### src/rtl/tdm_demux4_pkg.sv
// ---------------------------------------------------------------------------
// tdm_demux4_pkg
// Shared definitions for the 4-slot TDM receive demultiplexer.
//   state_e   : frame-alignment state (HUNT while searching, LOCKED once aligned)
//   NUM_SLOTS : number of time slots per frame
//   SLOT_W    : width of a slot index
// ---------------------------------------------------------------------------
package tdm_demux4_pkg;

  localparam int NUM_SLOTS = 4;
  localparam int SLOT_W    = 2;

  typedef enum logic {
    ST_HUNT   = 1'b0,
    ST_LOCKED = 1'b1
  } state_e;

endpackage : tdm_demux4_pkg

### src/rtl/tdm_demux4_if.sv
// ---------------------------------------------------------------------------
// tdm_demux4_if
// Bundles the serial sample input and the parallel frame outputs of the
// TDM demultiplexer.
//   in_valid    : in / in_sync carry a sample this cycle
//   in_sync     : sample is slot 0 of a frame
//   in          : slot sample, WIDTH bits
//   out         : last complete frame, slot k at out[k*WIDTH +: WIDTH]
//   frame_valid : one-cycle pulse when out has just been updated
//   locked      : high while frame alignment is held
//   sync_err    : one-cycle pulse on a frame sync arriving mid-frame
//   slot        : slot index the next accepted sample will occupy
// Modports: master = sample source / observer, slave = the demultiplexer.
// ---------------------------------------------------------------------------
interface tdm_demux4_if
  import tdm_demux4_pkg::*;
#(
  parameter int WIDTH = 4
) ();

  logic                   in_valid;
  logic                   in_sync;
  logic [WIDTH-1:0]       in;
  logic [NUM_SLOTS*WIDTH-1:0] out;
  logic                   frame_valid;
  logic                   locked;
  logic                   sync_err;
  logic [SLOT_W-1:0]      slot;

  modport master (
    output in_valid,
    output in_sync,
    output in,
    input  out,
    input  frame_valid,
    input  locked,
    input  sync_err,
    input  slot
  );

  modport slave (
    input  in_valid,
    input  in_sync,
    input  in,
    output out,
    output frame_valid,
    output locked,
    output sync_err,
    output slot
  );

endinterface : tdm_demux4_if

### src/rtl/tdm_demux4_dec2to4_en.sv
// ---------------------------------------------------------------------------
// dec2to4_en
// 2-to-4 one-hot write-enable decoder with a global enable.
//   slot_i : slot index to select
//   en_i   : when low, no enable is asserted
//   we_o   : one-hot write enables, bit k selects slot k
// ---------------------------------------------------------------------------
module dec2to4_en
  import tdm_demux4_pkg::*;
(
  input  logic [SLOT_W-1:0]    slot_i,
  input  logic                 en_i,
  output logic [NUM_SLOTS-1:0] we_o
);

  // One-hot select of the addressed slot, gated by the enable.
  always_comb begin
    we_o = '0;
    if (en_i) begin
      we_o = NUM_SLOTS'(1) << slot_i;
    end
  end

endmodule : dec2to4_en

### src/rtl/tdm_demux4.sv
// ---------------------------------------------------------------------------
// tdm_demux4
// Receive end of a 4-slot TDM link. Captures samples in slot order 0..3 from
// one serial stream, tracks frame alignment with a HUNT/LOCKED state machine
// and presents each complete frame on four parallel lanes.
//   clk : rising-edge clock
//   rst : synchronous, active-high reset
//   bus : tdm_demux4_if slave modport (sample input, frame outputs)
// Parameters:
//   WIDTH      : bits per slot sample
//   MISS_LIMIT : consecutive slot-0 samples without sync before lock is dropped
// ---------------------------------------------------------------------------
module tdm_demux4
  import tdm_demux4_pkg::*;
#(
  parameter int WIDTH      = 4,
  parameter int MISS_LIMIT = 2
) (
  input  logic         clk,
  input  logic         rst,
  tdm_demux4_if.slave  bus
);

  localparam int MISS_W = (MISS_LIMIT < 1) ? 1 : $clog2(MISS_LIMIT + 1);

  state_e                     state_q, state_d;
  logic [SLOT_W-1:0]          slot_q, slot_d;
  logic [MISS_W-1:0]          missCnt_q, missCnt_d;
  logic [MISS_W-1:0]          missNext;
  logic [WIDTH-1:0]           shadow_q [NUM_SLOTS-1];
  logic [NUM_SLOTS*WIDTH-1:0] out_q, out_d;
  logic                       frameValid_q, frameValid_d;
  logic                       syncErr_q, syncErr_d;

  logic                       writeEn;
  logic [SLOT_W-1:0]          writeSlot;
  logic                       clearShadow;
  logic [NUM_SLOTS-1:0]       we;

  // Slot-3 write enable doubles as the frame-complete strobe, since slot 3
  // goes straight to the output instead of into a shadow register.
  dec2to4_en u_dec (
    .slot_i (writeSlot),
    .en_i   (writeEn),
    .we_o   (we)
  );

  // Alignment FSM and slot/miss bookkeeping. Every decision is taken only on
  // accepted samples; idle cycles leave everything as it was.
  always_comb begin
    state_d     = state_q;
    slot_d      = slot_q;
    missCnt_d   = missCnt_q;
    syncErr_d   = 1'b0;
    writeEn     = 1'b0;
    writeSlot   = slot_q;
    clearShadow = 1'b0;
    missNext    = missCnt_q + MISS_W'(1);

    if (bus.in_valid) begin
      unique case (state_q)
        ST_HUNT: begin
          if (bus.in_sync) begin
            writeEn   = 1'b1;
            writeSlot = '0;
            slot_d    = SLOT_W'(1);
            missCnt_d = '0;
            state_d   = ST_LOCKED;
          end
        end
        ST_LOCKED: begin
          if (slot_q == '0) begin
            if (bus.in_sync) begin
              writeEn   = 1'b1;
              slot_d    = SLOT_W'(1);
              missCnt_d = '0;
            end else if (int'(missNext) < MISS_LIMIT) begin
              // Tolerate a missing sync flag, but remember it.
              writeEn   = 1'b1;
              slot_d    = SLOT_W'(1);
              missCnt_d = missNext;
            end else begin
              clearShadow = 1'b1;
              slot_d      = '0;
              missCnt_d   = '0;
              state_d     = ST_HUNT;
            end
          end else if (bus.in_sync) begin
            // Early sync: drop the partial frame and restart at slot 0.
            syncErr_d   = 1'b1;
            clearShadow = 1'b1;
            writeEn     = 1'b1;
            writeSlot   = '0;
            slot_d      = SLOT_W'(1);
            missCnt_d   = '0;
          end else begin
            writeEn = 1'b1;
            slot_d  = slot_q + SLOT_W'(1);
          end
        end
        default: ;
      endcase
    end
  end

  // Output frame assembly: the last slot is taken directly from the input.
  always_comb begin
    out_d        = out_q;
    frameValid_d = we[NUM_SLOTS-1];
    if (we[NUM_SLOTS-1]) begin
      out_d = {bus.in, shadow_q[2], shadow_q[1], shadow_q[0]};
    end
  end

  // State, counters and output registers.
  always_ff @(posedge clk) begin
    if (rst) begin
      state_q      <= ST_HUNT;
      slot_q       <= '0;
      missCnt_q    <= '0;
      out_q        <= '0;
      frameValid_q <= 1'b0;
      syncErr_q    <= 1'b0;
    end else begin
      state_q      <= state_d;
      slot_q       <= slot_d;
      missCnt_q    <= missCnt_d;
      out_q        <= out_d;
      frameValid_q <= frameValid_d;
      syncErr_q    <= syncErr_d;
    end
  end

  // Shadow registers for slots 0..2. A clear and a slot-0 write can occur on
  // the same edge (early sync), so the write wins over the clear.
  always_ff @(posedge clk) begin
    for (int k = 0; k < NUM_SLOTS - 1; k++) begin
      if (rst) begin
        shadow_q[k] <= '0;
      end else if (we[k]) begin
        shadow_q[k] <= bus.in;
      end else if (clearShadow) begin
        shadow_q[k] <= '0;
      end
    end
  end

  assign bus.out         = out_q;
  assign bus.frame_valid = frameValid_q;
  assign bus.locked      = (state_q == ST_LOCKED);
  assign bus.sync_err    = syncErr_q;
  assign bus.slot        = slot_q;

endmodule : tdm_demux4

### src/flat_wrapper.sv
// flat-port wrapper written by rule: the top's interface ports become plain ports
module tdm_demux4_flat import tdm_demux4_pkg::*;
#(
  parameter int WIDTH      = 4,
  parameter int MISS_LIMIT = 2
)
  (clk, rst, bus_in_valid, bus_in_sync, bus_in, bus_out, bus_frame_valid, bus_locked, bus_sync_err, bus_slot);
  tdm_demux4_if #(.WIDTH(WIDTH)) bus_i ();
  input  logic clk;
  input  logic rst;
  input wire logic [$bits(bus_i.in_valid)-1:0] bus_in_valid;
  input wire logic [$bits(bus_i.in_sync)-1:0] bus_in_sync;
  input wire logic [$bits(bus_i.in)-1:0] bus_in;
  output wire logic [$bits(bus_i.out)-1:0] bus_out;
  output wire logic [$bits(bus_i.frame_valid)-1:0] bus_frame_valid;
  output wire logic [$bits(bus_i.locked)-1:0] bus_locked;
  output wire logic [$bits(bus_i.sync_err)-1:0] bus_sync_err;
  output wire logic [$bits(bus_i.slot)-1:0] bus_slot;
  assign bus_i.in_valid = bus_in_valid;
  assign bus_i.in_sync = bus_in_sync;
  assign bus_i.in = bus_in;
  assign bus_out = bus_i.out;
  assign bus_frame_valid = bus_i.frame_valid;
  assign bus_locked = bus_i.locked;
  assign bus_sync_err = bus_i.sync_err;
  assign bus_slot = bus_i.slot;
  tdm_demux4 #(.WIDTH(WIDTH), .MISS_LIMIT(MISS_LIMIT)) u_core (.clk(clk), .rst(rst), .bus(bus_i));
endmodule
### config.mk
export PLATFORM = sky130hd
export DESIGN_NAME = tdm_demux4_flat
export DESIGN_NICKNAME = d
export VERILOG_FILES = /design/src/rtl/tdm_demux4_pkg.sv /design/src/rtl/tdm_demux4_if.sv /design/src/rtl/tdm_demux4_dec2to4_en.sv /design/src/rtl/tdm_demux4.sv /design/src/flat_wrapper.sv
export SDC_FILE = /design/constraint.sdc
export NUM_CORES = 1
export LEC_CHECK = 0
export ABC_AREA = 1
export CORE_UTILIZATION = 50
export DETAILED_ROUTE_END_ITERATION = 7
export GPL_ROUTABILITY_DRIVEN = 1
export GPL_TIMING_DRIVEN = 0
export PLACE_DENSITY = 0.74
export SLEW_MARGIN = 20
export SYNTH_ARGS = -nofsm -noshare
export SYNTH_HDL_FRONTEND = slang
export SYNTH_SLANG_ARGS = --single-unit
### constraint.sdc
create_clock -name clk -period 1.9 [get_ports clk]
set_clock_uncertainty 0.15 [all_clocks]
set_input_delay 0.475 -clock clk [delete_from_list [all_inputs] [get_ports clk]]
set_output_delay 0.475 -clock clk [all_outputs]
set_load 0.02 [all_outputs]
# Word-level counts from Yosys, hierarchy flattened
# Memories as Yosys holds them, arrays and structs flattened. A register that Yosys moved wholly into a read port is not among the register bits.
# Cells that the tools add are included.
word_totals:
  memories: 1
  ramBits: 12
  regBits: 23
  output_inout_bits: 21
  word_cells: 77
mem_list:
  columns: ["name", "depth", "word_bits", "rd", "rd_ports_with_merged_regs", "wr", "line_no", "text"]
  rows:
  - ["u_core.shadow_q", 3, 4, 3, 3, 3, "tdm_demux4.sv:30", "logic [WIDTH-1:0] shadow_q [NUM_SLOTS-1];"]
classes:
  n_reduce_logical: 3
  shift: 1
  n_eq_ne: 1
  add_sub_neg: 2
  bitwise: 8
  mux: 54
  n_lt_le_gt_ge: 1
op_table:
  columns: ["cell", "count"]
  rows:
  - ["$mux 1", 32]
  - ["$mux 4", 7]
  - ["$mux 2", 11]
  - ["$pmux 2 s2", 3]
  - ["$or 1x1->1", 6]
  - ["$add 2x1->2 const B", 2]
  - ["$reduce_or 4->1", 1]
  - ["$shl 1x2->4 const A", 1]
  - ["$logic_not 2->1", 1]
  - ["$lt 2x2->1 const B", 1]
  - ["$ne 2x2->1 const B", 1]
  - ["$not 1->1", 2]
  - ["$pmux 1 s2", 1]
  - ["$reduce_and 2->1", 1]

# Depth between registers and ports, before layout
# Gate-level depths: netlist of run 1.
logic_depth:
  ltp_word: 13
  depth_mapped: 9
  mapped_depth_nobuf: 8

# Cells and area by module
# Synthesis of run 1 repeated with hierarchy kept, for this count alone.
unflattened:
  cells_unflattened: 166
  hier_area_um2: 1400.1
modules_own_cells:
  columns: ["mod", "area_per_inst_um2", "cells_each", "n_inst", "seq_area_each_um2"]
  rows:
  - ["tdm_demux4", 1370.1, 158, 1, 820.8]
  - ["dec2to4_en", 30.0, 8, 1, 0.0]

# Worst setup path after synthesis of run 1
# Ideal clock, no wire load.
synth_timing:
  kind: "register -> register"
  start: "reg u_core.slot_q[0] (netlist: u_core.bus.slot[0])"
  end: "mem u_core.shadow_q[1][0] (enable)"
  period_less_slack_ns: 1.822
  arrival_ns: 1.337
  path_slack_ns: 0.078
  stages_incl_launch_ff: 6
  path_cell_list: "dfxtp_1 inv_1 ha_1 nand3_2 nand2_4 o21ai_1"
synth_lines:
  columns: ["element", "line_no", "text"]
  rows:
  - ["from (decl)", "tdm_demux4.sv:27", "logic [SLOT_W-1:0] slot_q, slot_d;"]
  - ["from (signal assigned)", "tdm_demux4.sv:126", "slot_q <= slot_d;"]
  - ["to (decl)", "tdm_demux4.sv:30", null]

==> results_dict.tcl, run 1 <==
set metrics [dict create \
    cp_top_family "buffers and inverters" \
    fin_util_pct 66.96 \
    fin_crit_sh_pct 96.33 \
    path_common_cell "nand2_4" \
    cp_num_buf_inv 1 \
    boundaryPins 29 \
    start_util_pct 53.74 \
    cap_violations 0 \
    yosys.area_share.simple_pct 31.03 \
    cp_slowest_cell "clkdlybuf4s50_1" \
    grt_pass1_vias 1149 \
    synthMuxAreaShare_pct 0 \
    synthCells 189 \
    io_buffers 27 \
    fin_nets 233 \
    cts.path.max_buffers 2 \
    arrival_ps 1700 \
    vias_per_cell 4.807 \
    drive_above_1_share_pct 10.31 \
    final_cell_mix "47 x nor2_1, 43 x nand2_1, 27 x inv_1, 21 x dfxtp_1, 20 x dlygate4sd2_1" \
    num_rows 19 \
    fp.dieArea_sq_um 3265 \
    finalHoldViolCount 0 \
    powerDensity_nw_per_um2 756.2 \
    root_buffer "clkbuf_4" \
    syn_nets 199 \
    ys.flop_type "dfxtp_1" \
    first_iter_violations 44 \
    async_reset_ff_share_pct 0 \
    ir_drop_v 0.0004940 \
    path_class "in2reg" \
    synth_xor_area_share_pct 0 \
    worstSkewPairLatency_ps 340 \
    drc_errors 2 \
    synth_compound_area_share_pct 3.374 \
    p_leak_uw 0.0009408 \
    num_vias 1221 \
    crit_fanout 6 \
    rsz0062_at_grt "no" \
    finalCriticalPeriod_ps 1830 \
    grt_pass1_wl_mm 4.788 \
    diodes 0 \
    slew_headroom_pct 71.99 \
    clkTransAtPathRegs_ps 100 \
    avgRoutedWirePerCell_um 10.69 \
    numClockSinks 35 \
    synth.cell_area_sq_um 1520 \
    setup_viol 0 \
    gp_congestion 0.8497 \
    end_kind "register" \
    routed_wl_mm 2.714 \
    synth_warnings 0 \
    first_pass_iters 6 \
    die_x_um 57.14 \
    core-area_sq_um 2829 \
    cts_tree "built" \
    outcome "finished with violations" \
    violations "DRC" \
    min_path_type "reg2reg" \
    post-dp-hpwl_mm 2.029 \
    grt-ovfl-total 0 \
    max_stage_delay_ps 560 \
    ant_nets 0 \
    worst_pin_slew_ps 420.2 \
    ys_seq_area_share_pct 53.99 \
    crit_required_ps 1770 \
    grt_max_degree 11 \
    crit_chain "clkdlybuf4s50_1 -> nand2_2 -> nand2_4 -> nand2_4 -> o21ai_1" \
    die_h_um 57.14 \
    cts_buffers 5 \
    cts_hold_buffers 0 \
    mostFrequentLayoutCell "nor2_1" \
    synth-seq-cells 35 \
    ys_types 22 \
    synth_edf_count 12 \
    synthAdderAreaFrac_pct 1.646 \
    antenna_found_initial 0 \
    synth.avg_cell_area_sq_um 8.043 \
    synth_top_family_by_area "simple AND/OR/NAND/NOR gates" \
    setup_slack_ps 69.65 \
    track_usage_pct 20.01 \
    finalMaxSlewViolations 0 \
    place_ws_ps -292.7 \
    fin_tns_setup_ps 0 \
    startpoint_type "input port" \
    area_growth_syn_to_layout_pct 24.61 \
    max_freq_mhz 546.3 \
    htreeDepth 2 \
    cts_setup_buffers 0 \
]
==> per-stage QoR <==
| step | std cells | power, uW | area, sq um | hold slack (ps) |
|---|---|---|---|---|
| after CTS | 254 | 1440 | 1876 | 319.8 |
| final | 254 | 1433 | 1894 | 321.2 |
| after floorplan | 189 | 897.3 | 1520 | 277.9 |
| after global routing | 254 | 1496 | 1894 | 342.6 |
| after detailed placement | 247 | 937.4 | 1829 | 300.6 |
| after global placement | 247 | 934.4 | 1829 | 292.1 |
==> power breakdown <==
group | switching (uW) | internal, uW | leakage [uW]
registers | 9.90 | 794 | 0.000312
clock network | 239 | 271 | 0.0000383
logic | 77.0 | 40.7 | 0.000590
==> synth_stat cells, types with 2 or more instances <==
cell,number,share of area [%]
nor2_1,47,12
nand2_1,45,11
inv_1,27,6.7
dfxtp_1,23,30
edfxtp_1,12,24
a21oi_1,5,1.6
nand3_1,5,1.6
o21ai_1,4,1.3
buf_6,3,2.2
nor3_1,3,0.99
ha_1,2,1.6
nand2_4,2,1.5
nand3_2,2,1.3
==> layout make-up <==
cell class / count / area [sq um]
Fill cell: 254 / 934.6
Sequential cell: 35 / 823.3
Multi-Input combinational cell: 120 / 561.8
Timing Repair Buffer: 27 / 247.7
Inverter: 28 / 105.1
Buffer: 6 / 46.29
Clock buffer: 6 / 41.29
Tap cell: 31 / 38.79
Clock inverter: 1 / 30.03
==> registers in the layout (all words and copies together) (netlist names) <==
register and count:
u_core.bus.locked 1, bus_out 12, u_core.bus.sync_err 1, u_core.missCnt_q 2, u_core.bus.out 4, u_core.bus.slot 2, u_core.shadow_q 12, u_core.bus.frame_valid 1
==> layer usage <==
layer	wire (um)	up-vias	GRT usage [%]
met4	76	0	9.408
met3	172	10	7.710
li1	-	639	-
met1	1230	540	23.60
met5	0	-	0
met2	1235	32	32.27
==> kinds of logic after synthesis <==
logic type | after synthesis
and+or+nand+nor | 108
DFF | 35
buffers and inverters | 34
AOI/OAI and AO/OA | 10
adders and majority gates | 2
==> tightest hold or removal path: cells and delay by family, from the launching register on <==
family,cells,cell delay [ps]
flip-flops,1,320
AND/OR/NAND/NOR,1,60
AO/OA/AOI/OAI,1,50
==> path summary, 6_finish.rpt <==
kind / slack [ps] / endpoint / cells after the start / start
hold reg to reg: 320 / u_core.missCnt_q[0]$_SDFFE_PP0P_ / 2 / u_core.missCnt_q[0]$_SDFFE_PP0P_
setup / recovery: 70 / u_core.shadow_q[1][1]$_SDFFCE_PP0P_ / 5 / bus_in_valid
setup reg to reg: 120 / u_core.shadow_q[1][1]$_SDFFCE_PP0P_ / 5 / u_core.bus.slot[0]$_SDFFE_PP0P_
hold / removal: 320 / u_core.missCnt_q[0]$_SDFFE_PP0P_ / 2 / u_core.missCnt_q[0]$_SDFFE_PP0P_
==> timing repair <==
item / in CTS / in global routing
resized for setup: 20 / 7
endpoints found under the hold margin: 0 / 0
endpoints found under the setup margin: 20 / 14
cloned: 0 / 0
No activity file was read; power rests on OpenSTA's default activity.
==> inputs of run 2 (changes only) <==
--- a/config.mk
+++ b/config.mk
@@ -6,11 +6,11 @@
 export NUM_CORES = 1
 export LEC_CHECK = 0
 export ABC_AREA = 1
+export CORE_ASPECT_RATIO = 1.75
 export CORE_UTILIZATION = 50
 export DETAILED_ROUTE_END_ITERATION = 7
 export GPL_ROUTABILITY_DRIVEN = 1
-export GPL_TIMING_DRIVEN = 0
-export PLACE_DENSITY = 0.74
+export PLACE_DENSITY = 0.84
 export SLEW_MARGIN = 20
 export SYNTH_ARGS = -nofsm -noshare
 export SYNTH_HDL_FRONTEND = slang
==> results_dict.tcl, run 2 (synthesis gave the netlist of run 1 again) <==
set metrics [dict create \
    crit_chain "clkdlybuf4s50_1" \
    htreeDepth 2 \
    crit_fanout 2 \
    cap_violations 0 \
    fin_nets 244 \
    grt_pass1_vias 1183 \
    crit_required_ps 1270 \
    outcome "finished clean" \
    grt-ovfl-total 0 \
    boundaryPins 29 \
    num_vias 1289 \
    setup_slack_ps 57.42 \
    worstSkewPairLatency_ps 290 \
    finalHoldViolCount 0 \
    num_rows 26 \
    start_util_pct 52.51 \
    drc_errors 0 \
    hold_start "u_core.missCnt_q[1]$_SDFFE_PP0P_" \
    place_ws_ps -251.5 \
    worstRegToRegCells 5 \
    r2r_end "u_core.shadow_q[1][3]$_SDFFCE_PP0P_" \
    cts.path.max_buffers 2 \
    worst_pin_slew_ps 351.1 \
    cts_buffers 5 \
    fillers 241 \
    arrival_ps 1220 \
    cts_hold_buffers 0 \
    max_stage_delay_ps 600 \
    slew_headroom_pct 76.44 \
    core-area_sq_um 2895 \
    grt_pass1_wl_mm 4.623 \
    cts_tree "built" \
    hold_depth 2 \
    gp_congestion 0.8179 \
    clkTransAtPathRegs_ps 70 \
    diodes 0 \
    r2r_start "u_core.bus.slot[1]$_SDFFE_PP0P_" \
    die_x_um 43.68 \
    finalMaxSlewViolations 0 \
    ir_drop_v 0.0007661 \
    area_growth_syn_to_layout_pct 36.63 \
    mostFrequentLayoutCell "nor2_1" \
    setup_viol 0 \
    cp_slowest_cell "clkdlybuf4s50_1" \
    avgRoutedWirePerCell_um 11.63 \
    fin_util_pct 71.74 \
    rsz0062_at_grt "no" \
    die_h_um 74.94 \
    first_iter_violations 18 \
    powerDensity_nw_per_um2 790.3 \
    path_class "reg2out" \
    p_leak_uw 0.001012 \
    antenna_found_initial 0 \
    grt_max_degree 18 \
    startpoint_type "register" \
    root_buffer "clkbuf_8" \
    post-dp-hpwl_mm 2.268 \
    drive_above_1_share_pct 14.89 \
    end_kind "output pin" \
    cp_top_family "buffers and inverters" \
    max_freq_mhz 542.7 \
    numClockSinks 35 \
    finalCriticalPeriod_ps 1843 \
    reg2reg_slack_ps 120 \
    whs_endpoint "u_core.missCnt_q[1]$_SDFFE_PP0P_" \
    track_usage_pct 20.88 \
    power_uw 1641 \
    fp.dieArea_sq_um 3273 \
    vias_per_cell 4.901 \
    ant_nets 0 \
    routed_wl_mm 3.058 \
    io_buffers 28 \
    cp_num_buf_inv 1 \
    final_cell_mix "47 x nor2_1, 44 x nand2_1, 27 x inv_1, 22 x dfxtp_1, 20 x clkdlybuf4s50_1" \
    min_path_type "reg2reg" \
    first_pass_iters 4 \
    fin_crit_sh_pct 96.98 \
]
[run 2: worst max-delay path by stage]
stage                                         start                             endpoint  slack (ps)  cells after the start
finish                      bus_out[4]$_SDFFE_PP0P_                           bus_out[4]          60                      1
global route        u_core.bus.out[13]$_SDFFE_PP0P_                          bus_out[13]           5                      1
CTS                 u_core.bus.slot[1]$_SDFFE_PP0P_  u_core.shadow_q[1][1]$_SDFFCE_PP0P_         -20                      6
detailed placement                      bus_in_sync  u_core.shadow_q[1][1]$_SDFFCE_PP0P_        -250                      6
global placement                        bus_in_sync  u_core.shadow_q[1][0]$_SDFFCE_PP0P_        -230                      6
floorplan           u_core.bus.slot[0]$_SDFFE_PP0P_  u_core.shadow_q[1][0]$_SDFFCE_PP0P_          80                      5
[run 2: final cells by class]
cell class,count,area (sq um),area share (%)
inverters,28,105.1,5.060
clock inverters,2,35.03,1.687
repair buffers,44,437.9,21.08
multi-input cells,120,559.3,26.93
clock buffers,6,82.58,3.976
flip-flops and latches,35,822.0,39.58
well taps,28,35.03,1.687
[run 2: per-stage QoR]
stage	cells	hold WS, ps	setup TNS, ps	area [sq um]
2_1_floorplan	189	277.9	0	1520
3_3_place_gp	255	291.9	-6690	1934
3_5_place_dp	255	294.7	-7902	1934
4_1_cts	263	305.1	-60.59	2049
5_1_grt	263	333.8	0	2077
6_report	263	298.9	0	2077
[run 2: metal layers]
layer	track usage, %	part of all wire, %
met5	0	0
met4	22.57	6.3
met3	5.995	3.7
met2	40.63	59
met1	13.27	31
[run 2: what timing repair did]
action	in CTS	in global routing
buffers inserted	0	0
resized for setup	2	10
hold endpoints to repair	0	0
endpoints found under the setup margin	6	32
gates cloned	0	0
[run 2: power by group]
group,internal [uW],total (uW),switching [uW],leakage [uW]
logic,64.1,150,85.5,0.000639
clock network,424,688,264,0.0000612
registers,795,804,9.01,0.000312
total,1280,1640,359,0.00101
[run 2: worst reg2reg max path, cell delays in order (launching register included)]
cell and delay (ps):
dfxtp_2 390, inv_1 90, ha_1 250, nand3_2 150, nand2_4 90, o21ai_1 320
==> inputs of run 3 (changes only) <==
--- a/config.mk
+++ b/config.mk
@@ -7,10 +7,11 @@
 export LEC_CHECK = 0
 export ABC_AREA = 1
 export CORE_ASPECT_RATIO = 1.75
-export CORE_UTILIZATION = 50
+export CORE_UTILIZATION = 45
 export DETAILED_ROUTE_END_ITERATION = 7
 export GPL_ROUTABILITY_DRIVEN = 1
-export PLACE_DENSITY = 0.84
+export HOLD_SLACK_MARGIN = 0.02
+export PLACE_DENSITY = 0.78
 export SLEW_MARGIN = 20
 export SYNTH_ARGS = -nofsm -noshare
 export SYNTH_HDL_FRONTEND = slang
==> results_dict.tcl, run 3 (synthesis gave the netlist of run 1 again) <==
set metrics [dict create \
    area_growth_syn_to_layout_pct 35.97 \
    fillers 310 \
    num_vias 1241 \
    finalMaxSlewViolations 0 \
    worstSkewPairLatency_ps 280 \
    place_ws_ps -265.6 \
    vias_per_cell 4.448 \
    r2r_end "u_core.shadow_q[2][3]$_SDFFCE_PP0P_" \
    drive_above_1_share_pct 15.25 \
    cap_violations 0 \
    end_kind "register" \
    r2r_start "u_core.bus.slot[1]$_SDFFE_PP0P_" \
    max_freq_mhz 542.0 \
    final_cell_mix "47 x nor2_1, 44 x nand2_1, 27 x inv_1, 24 x clkdlybuf4s50_1, 22 x dfxtp_1" \
    clkTransAtPathRegs_ps 70 \
    worst_pin_slew_ps 225.0 \
    startpoint_type "input port" \
    finalCriticalPeriod_ps 1845 \
    gp_congestion 0.8320 \
    boundaryPins 29 \
    path_class "in2reg" \
    grt-ovfl-total 0 \
    cts_tree "built" \
    core-area_sq_um 3176 \
    fp.dieArea_sq_um 3624 \
    fin_nets 245 \
    first_iter_violations 31 \
    slew_headroom_pct 85.00 \
    worstRegToRegCells 7 \
    io_buffers 28 \
    grt_max_degree 23 \
    antenna_found_initial 0 \
    first_pass_iters 5 \
    fin_crit_sh_pct 97.10 \
    reg2reg_slack_ps 130 \
    min_path_type "reg2reg" \
    crit_required_ps 1740 \
    finalHoldViolCount 0 \
    p_leak_uw 0.0009376 \
    drc_errors 0 \
    grt_pass1_vias 1189 \
    cts.path.max_buffers 2 \
    ant_nets 0 \
    whs_endpoint "u_core.missCnt_q[0]$_SDFFE_PP0P_" \
    arrival_ps 1680 \
    numClockSinks 35 \
    root_buffer "clkbuf_8" \
    avgRoutedWirePerCell_um 9.853 \
    track_usage_pct 18.32 \
    num_rows 27 \
    diodes 0 \
    post-dp-hpwl_mm 2.067 \
    routed_wl_mm 2.749 \
    crit_fanout 5 \
    ir_drop_v 0.0005052 \
    hold_ws_ps 311.4 \
    setup_slack_ps 55.13 \
    setup_viol 0 \
    mostFrequentLayoutCell "nor2_1" \
    die_x_um 45.94 \
    cts_hold_buffers 0 \
    start_util_pct 47.87 \
    hold_depth 2 \
    grt_pass1_wl_mm 4.685 \
    hold_start "u_core.missCnt_q[0]$_SDFFE_PP0P_" \
    outcome "finished clean" \
    cts_buffers 5 \
    die_h_um 78.89 \
    htreeDepth 2 \
    powerDensity_nw_per_um2 740.5 \
]
## run 3: cell count changes in the layout (fill, tap and decap cells not counted), sizes merged
cell           delta
clkbuf            +2
buf               +1
bufinv            -1
dlymetal6s2s      -4
clkdlybuf4s50     +4
clkinv            -1
## run 3: timing repair
action	CTS	global route
gates resized for setup	2	7
setup endpoints to repair	2	18
setup buffers	0	0
## run 3: critical path: stages
cell and delay (ps):
clkdlybuf4s50_1 550, inv_1 90, nand3_2 120, nand2_4 110, nor2_4 120, nand2_1 60, nand2_1 150
## run 3: cell type report
type / count / area, sq um / share of cell area [%]
Multi-Input combinational cell: 120 / 563.0 / 27.24
Inverter: 28 / 105.1 / 5.085
Sequential cell: 35 / 822.0 / 39.77
Tap cell: 43 / 53.80 / 2.603
Clock buffer: 8 / 100.1 / 4.843
Timing Repair Buffer: 45 / 422.9 / 20.46
## run 3: per-stage QoR
stage          instances  util [%]  cell area [sq um]  TNS (ps)  power, uW
2_1_floorplan        189         -               1520         0      897.3
3_3_place_gp         271     61.35               1948     -5977      958.4
3_5_place_dp         271     61.35               1948     -7278      961.4
4_1_cts              279     64.42               2046         0       1544
5_1_grt              279     65.09               2067    -3.718       1584
6_report             279     65.09               2067         0       1531
## run 3: how the worst max path moves through the flow
stage / slack (ps) / endpoint / depth (start not counted) / startpoint
after floorplan: 80 / u_core.shadow_q[1][0]$_SDFFCE_PP0P_ / 5 / u_core.bus.slot[0]$_SDFFE_PP0P_
after global placement: -220 / u_core.shadow_q[1][0]$_SDFFCE_PP0P_ / 6 / bus_in_sync
after detailed placement: -270 / u_core.shadow_q[1][0]$_SDFFCE_PP0P_ / 5 / bus_in_valid
after CTS: 7 / bus_slot[0] / 1 / u_core.bus.slot[0]$_SDFFE_PP0P_
after global routing: -2 / u_core.shadow_q[0][3]$_SDFFCE_PP0P_ / 7 / bus_in_sync
final: 60 / u_core.shadow_q[2][3]$_SDFFCE_PP0P_ / 7 / bus_in_sync
## run 3: power breakdown
group | switching, uW | internal, uW
sequential | 8.56 | 795
clock | 253 | 331
combinational | 82.8 | 61.3
## run 3: routing by layer
layer | vias to the layer above | routed length, um | GRT usage, %
met5 | - | 0 | 0
met4 | 0 | 99 | 11.18
met3 | 11 | 87 | 4.773
met1 | 537 | 996 | 15.25
li1 | 667 | - | -
met2 | 26 | 1565 | 34.51
